$ cat config.mk
export PLATFORM = sky130hd
export DESIGN_NAME = rr_decode_arbiter
export DESIGN_NICKNAME = d
export VERILOG_FILES = /design/src/rtl/rr_decode_arbiter.sv
export SDC_FILE = /design/constraint.sdc
export NUM_CORES = 1
export LEC_CHECK = 0
export CELL_PAD_IN_SITES_DETAIL_PLACEMENT = 0
export CELL_PAD_IN_SITES_GLOBAL_PLACEMENT = 2
export CORE_AREA = 2 2 82 84
export DETAILED_ROUTE_END_ITERATION = 10
export DIE_AREA = 0 0 84 86
export PLACE_DENSITY_LB_ADDON = 0.1
export SLEW_MARGIN = 0
export SYNTH_ARGS = -nofsm -noshare
export SYNTH_HDL_FRONTEND = slang
export SYNTH_SLANG_ARGS = --single-unit
$ cat constraint.sdc
create_clock -name clk -period 4.1 [get_ports clk]
set_clock_uncertainty 0.05 [all_clocks]
set_input_delay 0.615 -clock clk [delete_from_list [all_inputs] [get_ports clk]]
set_output_delay 0.615 -clock clk [all_outputs]
set_load 0.1 [all_outputs]
$ cat src/rtl/rr_decode_arbiter.sv
// rtl/rr_decode_arbiter.sv - round-robin arbiter over 8 requesters with registered index and one-hot grant
module rr_decode_arbiter #(
    parameter int MAX_HOLD = 16
) (
    input  logic       clk,
    input  logic       rst,
    input  logic [7:0] req,
    output logic       gnt_valid,
    output logic [2:0] gnt_idx,
    output logic [7:0] gnt_onehot,
    output logic       timeout
);

    typedef enum logic {
        IDLE,
        GRANT
    } state_t;

    localparam logic [7:0] HOLD_LAST = 8'(MAX_HOLD - 1);

    state_t     state_q, state_d;
    logic [2:0] idx_q, idx_d;
    logic [2:0] ptr_q, ptr_d;
    logic [7:0] hold_q, hold_d;
    logic [7:0] onehot_q, onehot_d;
    logic       tmo_q, tmo_d;

    logic       pick_found;
    logic [2:0] pick_idx;

    always_ff @(posedge clk) begin
        if (rst) begin
            state_q  <= IDLE;
            idx_q    <= 3'd0;
            ptr_q    <= 3'd0;
            hold_q   <= 8'd0;
            onehot_q <= 8'h00;
            tmo_q    <= 1'b0;
        end else begin
            state_q  <= state_d;
            idx_q    <= idx_d;
            ptr_q    <= ptr_d;
            hold_q   <= hold_d;
            onehot_q <= onehot_d;
            tmo_q    <= tmo_d;
        end
    end

    // Scan from the farthest offset down so the nearest set bit after ptr wins.
    always_comb begin
        pick_found = 1'b0;
        pick_idx   = ptr_q;
        for (int i = 7; i >= 0; i--) begin
            if (req[ptr_q + 3'(i)]) begin
                pick_found = 1'b1;
                pick_idx   = ptr_q + 3'(i);
            end
        end
    end

    always_comb begin
        state_d  = state_q;
        idx_d    = idx_q;
        ptr_d    = ptr_q;
        hold_d   = hold_q;
        onehot_d = onehot_q;
        tmo_d    = 1'b0;
        case (state_q)
            IDLE: begin
                if (pick_found) begin
                    state_d  = GRANT;
                    idx_d    = pick_idx;
                    onehot_d = 8'h01 << pick_idx;
                    hold_d   = 8'd0;
                end
            end
            GRANT: begin
                hold_d = (hold_q == 8'hFF) ? hold_q : hold_q + 8'd1;
                // A requester dropping on the limit edge counts as a normal release.
                if (!req[idx_q] || hold_q == HOLD_LAST) begin
                    state_d  = IDLE;
                    onehot_d = 8'h00;
                    ptr_d    = idx_q + 3'd1;
                    tmo_d    = req[idx_q];
                end
            end
            default: begin
                state_d  = IDLE;
                onehot_d = 8'h00;
            end
        endcase
    end

    always_comb begin
        gnt_valid  = (state_q == GRANT);
        gnt_idx    = idx_q;
        gnt_onehot = onehot_q;
        timeout    = tmo_q;
    end

endmodule

Word-level counts from Yosys, hierarchy flattened
Cells that the tools add are included.
{"block": "classes", "n_reduce_logical": 7, "n_lt_le_gt_ge": 9, "mux": 43, "n_addsub": 9, "bitwise_logic": 2, "n_eq_ne": 5, "shifts": 1}
{"op": "< comparator 3 x 4 -> 1 bit (second input constant)", "n": 9}
{"op": "two-way mux 8 bit", "n": 4}
{"op": "one-hot mux 8 bit (2 select lines)", "n": 2}
{"op": "binary-select mux 1 bit (select 3 bit)", "n": 9}
{"op": "two-way mux 3 bit", "n": 8}
{"op": "two-way mux 1 bit", "n": 19}
{"op": "adder 3 bit (second input constant)", "n": 4}
{"op": "adder 8 x 1 -> 8 bit (second input constant)", "n": 1}
{"op": "== test 8 x 4 -> 1 bit (second input constant)", "n": 1}
{"op": "== test 8 bit (second input constant)", "n": 1}
{"op": "AND reduction 2 bit", "n": 4}
{"op": "<< shifter 1 x 3 -> 8 bit (first input constant)", "n": 1}
{"op": "adder 3 x 1 -> 3 bit (second input constant)", "n": 2}
{"op": "adder 3 x 2 -> 3 bit (second input constant)", "n": 2}
{"op": "inequality test 2 bit (second input constant)", "n": 2}
{"op": "OR reduction 3 bit", "n": 1}
{"op": "inequality test 2 x 1 -> 1 bit (second input constant)", "n": 1}
{"op": "NOT 1 bit", "n": 2}
{"op": "one-hot mux 1 bit (2 select lines)", "n": 1}
{"op": "zero test 1 bit", "n": 1}
{"op": "logical OR 1 bit", "n": 1}
{"block": "word_totals", "input_bits": 10, "wordCells": 82, "regBits": 24, "output_inout_bits": 13}

Depth between registers and ports, before layout
{"block": "depth", "depth_word": 14, "depth_mapped": 14, "ltp_nobuf": 10}

Least setup slack after synthesis
OpenSTA, ideal clock, no wires.
{"block": "synth_path", "kind": "reg2reg", "start": "register ptr_q[1]", "end": "register hold_q[3]", "period_less_slack_ns": 3.261, "path_buffers": 4, "setup_ns": 0.115, "stages_incl_launch_ff": 15, "arrival_time_ns": 3.096, "t_required_ns": 3.935, "setup_slack_ns": 0.839, "path_cell_list": "dfxtp_1 buf_2 buf_2 inv_1 ha_1 buf_6 mux2_4 mux4_2 nor2_1 nand3_1 o21bai_4 buf_6 a21oi_1 xnor2_1 nor2_1"}
{"block": "synth_via", "elab_chain_cells": 13, "word_cells_on_any_way": 33, "classes_between": "add/sub: 7; eq/ne: 1; mux: 24; reduce/logical: 1"}
{"item": "start: declaration", "line_no": "23", "source": "logic [2:0] ptr_q, ptr_d;"}
{"item": "start signal: assignment", "line_no": "42", "source": "ptr_q <= ptr_d;"}
{"item": "adder 3 bit", "line_no": "54", "source": "if (req[ptr_q + 3'(i)]) begin"}
{"item": "binary-select mux 1 bit (select 3 bit)", "line_no": "54"}
{"item": "two-way mux 1 bit (implied by the code)", "line_no": "54"}
{"item": "two-way mux 1 bit (7 in series)", "line_no": "54"}
{"item": "two-way mux 1 bit *", "line_no": "54"}
{"item": "inequality test 2 bit (no source line) *"}
{"item": "AND reduction 2 bit (no source line) *"}
{"item": "end signal: assignment", "line_no": "43", "source": "hold_q <= hold_d;"}
{"item": "end: declaration", "line_no": "24", "source": "logic [7:0] hold_q, hold_d;"}
Every way passes the cells marked *; elsewhere a longest branch is shown, timed or not. The select of a mux whose other input is x is not followed.
A chain may end at the register's enable or synchronous reset.

Worst setup path in the final report
{"block": "layout_path", "start": "register ptr_q[0]", "end": "register onehot_q[6] (netlist: gnt_onehot[6])"}
{"block": "layout_via", "elab_chain_cells": 14, "word_cells_on_any_way": 44, "classes_between": "add/sub: 7; eq/ne: 1; shift: 1; mux: 34; reduce/logical: 1"}
{"item": "adder 3 bit", "line_no": "54, 56"}
{"item": "binary-select mux 1 bit (select 3 bit)", "line_no": "54"}
{"item": "two-way mux 1 bit (implied by the code)", "line_no": "54"}
{"item": "two-way mux 3 bit (8 in series)", "line_no": "54"}
{"item": "<< shifter 1 x 3 -> 8 bit", "line_no": "73", "source": "onehot_d = 8'h01 << pick_idx;"}
{"item": "two-way mux 8 bit", "line_no": "70", "source": "if (pick_found) begin"}
{"item": "one-hot mux 8 bit (2 select lines)", "line_no": "68", "source": "case (state_q)"}
{"item": "end signal: assignment", "line_no": "44", "source": "onehot_q <= onehot_d;"}
{"item": "end: declaration", "line_no": "25", "source": "logic [7:0] onehot_q, onehot_d;"}
Several ways; a longest one is shown, not always the timed one. The select of a mux whose other input is x is not followed.

==> metrics.md <==
| Metric | Value |
|---|---|
| Avg Synthesized Cell Area | `8.98 sq um` |
| DR vias/cell | `5.67` |
| Layout cell share with drive strength beyond 1 | `17.1%` |
| Post-synth EDFFs | `0` |
| GRT Util Overall | `16.2%` |
| FP Rows | `29` |
| Met3 usage | `2.98%` |
| Post-synthesis sequential area ratio | `22.5%` |
| First-pass GRT wire length | `9320 microns` |
| CP Capture Type | `flop` |
| Worst R2R Setup Slack | `0.74 ns` |
| Internal power consumption | `829 uW` |
| Hold path start | `gnt_onehot[5]` |
| Sw frac | `52.8%` |
| WP data arrival | `3.48 ns` |
| Post-DP HPWL | `4180 microns` |
| Post-CTS setup buffer count | `0` |
| Relative max-transition margin | `34.8%` |
| Clock Tree Buf Depth | `2` |
| Worst Hold Path EP | `gnt_onehot[5]` |
| DRC errors left | `0` |
| Worst Hold Class | `flop to flop` |
| Die Y | `86 microns` |
| WL per Instance | `17.2 microns` |
| Area of placed instances | `2380 sq um` |
| FF+latch area | `480 sq um` |
| Final Max Slew Viols | `0` |
| Detailed Route WL | `5640 microns` |
| Leakage | `0.870 nW` |
| Number of synthesis warnings | `0` |
| MaxCap Viol Count | `0` |
| Synth Flop Type | `dfxtp_1` |
| Crit path time final | `3.36 ns` |
| Mapped Nets | `252` |
| Buf/Inv on CP | `2` |
| Synth area leaders | `dfxtp_1 22%, mux4_2 13%, mux2i_1 6.1%` |
| Fmax | `298 MHz` |
| Ant diodes | `0` |
| Post-Synthesis Cells | `238` |
| Fill cell count | `650` |
| Cts hold-fix bufs | `0` |
| Synth top cells by count | `24 x dfxtp_1, 24 x nor2_1, 18 x nand2_1` |
| Period utilisation layout | `81.9%` |
| Clock buffer count from CTS | `3` |
| Area leader, netlist | `dfxtp_1` |
| Kind of critical path | `flop to flop` |
| Most used routing layer | `met1` |
| Clk sink count | `24` |
| RR Startpoint | `ptr_q[0]` |
| Critical Path Start Type | `flop` |
| Hold Violations, Final | `0` |
| Psw | `926 uW` |
| H-tree depth | `1` |
| RSZ-0062 raised after global routing | `false` |
| Root Driver | `clkbuf_8` |
| Hold Path Stages | `1` |
| Critical Path Slowest Stage Cell | `mux4_1` |
| Comb power frac | `71.3%` |
| Part of the power in registers | `19.1%` |
| Die Wd | `84 microns` |
| CP peak stage delay | `0.71 ns` |
| Dpl ws | `0.706 ns` |
| Pwr/cell area | `721 nW/um^2` |
| Initial antenna violation count | `0` |
| Buffers added on ports | `22` |
| Post-synth top area share | `22.5%` |
| Clock power frac | `9.6%` |
| Fin nets | `266` |
| Status | `completed` |
| Netlist cell types | `57` |
| Clock Latency Late Sink | `0.27 ns` |
| CTS clk-pin slew, worst paths | `0.09 ns` |
| Number of global-route vias before repair | `1773` |
| Total die area | `7220 sq um` |
| Total grt overflow | `0` |
| Vias | `1860` |
| Setup TNS | `0 ns` |
| Critical Path Fanout Max | `13` |
| Area growth syn-to-layout | `13.8%` |
| CP required | `4.22 ns` |
| Largest net degree at the start of global routing | `25` |
| Placed insts | `324` |
| Core ar. | `6280 sq um` |
| Iteration-0 DRC Markers | `115` |
| Fin area | `2430 sq um` |
| Tightest Pin Transition | `0.975 ns` |
| Multi-input logic area | `1510 sq um` |
| Met2 Use GR | `23.8%` |
| Asr flop ratio synth | `0%` |
| Fin cells | `328` |
| Post-DRT Antenna Nets | `0` |
| CP Cell Sequence | `inv_2 -> ha_1 -> mux4_1 -> mux2i_1 -> nor2_2 -> o21ai_1 -> a31oi_1 -> xnor2_1 -> inv_1 -> a32o_1` |
| GR Util met1 | `24.0%` |
| 1st-pass router iterations | `4` |
| Worst r2r path cells | `10` |
| Crit-path leading delay family | `multiplexers` |
| Final setup vio count | `0` |
| I/O pin total | `23` |
| Reg-to-reg endpoint | `gnt_onehot[6]` |
| Yosys reg bits | `24` |
| Post-CTS sizing | `0` |
| Initial core utilization | `34.0%` |
| Min setup slack post-route | `0.743 ns` |
| Final Wtd Congestion | `0.836` |
| CTS tree | `yes` |
| Peak VDD IR | `0.391 mV` |
| Post-Syn Area | `2140 sq um` |
| Final Power | `1.75 mW` |
[area by class of cell]
class / instances / area share [%]
clock buffer: 4 / 2.26
sequential: 24 / 19.8
inverter: 10 / 1.54
tap: 77 / 3.96
timing repair buffer: 26 / 10.3
multi-input combinational: 187 / 62.2
[routing by layer]
metal  vias up  share of wire (%)
met5         -                  0
met4         0                1.8
met3        10                4.0
met1       898                 51
li1        912                  -
met2        40                 43
[registers in the layout (all words and copies together) (netlist names)]
| name | cells |
|---|---|
| gnt_idx | 3 |
| gnt_valid | 1 |
| gnt_onehot | 8 |
| ptr_q | 3 |
| timeout | 1 |
| hold_q | 8 |
[cell families after synthesis]
logic type,Yosys count,synth area share (%)
xor+xnor,9,3.69
compound gates,57,20.3
fa+ha+maj,4,2.34
simple gates,81,18.9
mux,36,25.6
buf+inv,27,6.73
flops,24,22.5
[power by group through the flow]
stage / combinational [mW] / sequential [mW] / clock, mW
3_3_place_gp: 1.27 / 0.341 / 0
2_1_floorplan: 0.774 / 0.573 / 0
4_1_cts: 1.25 / 0.336 / 0.171
5_1_grt: 1.35 / 0.344 / 0.183
6_report: 1.25 / 0.334 / 0.169
3_5_place_dp: 1.25 / 0.341 / 0
[worst max-delay path by stage]
stage,start,slack (ns),cells past startpoint,to
floorplan,ptr_q[1],0.84,14,hold_q[3]
global placement,req[2],0.71,10,hold_q[3]
detailed placement,req[2],0.71,9,gnt_onehot[6]
CTS,ptr_q[0],0.77,10,gnt_onehot[6]
global route,ptr_q[0],0.50,10,gnt_onehot[3]
finish,ptr_q[0],0.74,10,gnt_onehot[6]
[cell usage in the layout, fill, tap and decap left out, drive strengths merged, types with 4 or more instances in the layout]
cell type / instances
a211oi: 4
a21oi: 13
a22o: 6
a32o: 5
buf: 4
clkbuf: 4
clkdlybuf4s50: 22
dfxtp: 24
ha: 4
inv: 9
mux2: 10
mux2i: 13
mux4: 13
nand2: 18
nand3: 14
nor2: 25
nor2b: 5
o21ai: 8
xnor2: 6
[through the flow]
stage | util [%] | hold slack [ns]
4_1_cts | 38.7 | 0.437
2_1_floorplan | - | 0.424
3_5_place_dp | 37.9 | 0.416
6_report | 38.7 | 0.430
5_1_grt | 38.7 | 0.457
3_3_place_gp | 37.9 | 0.402
Note: power is estimated with default switching activity, not from simulation.
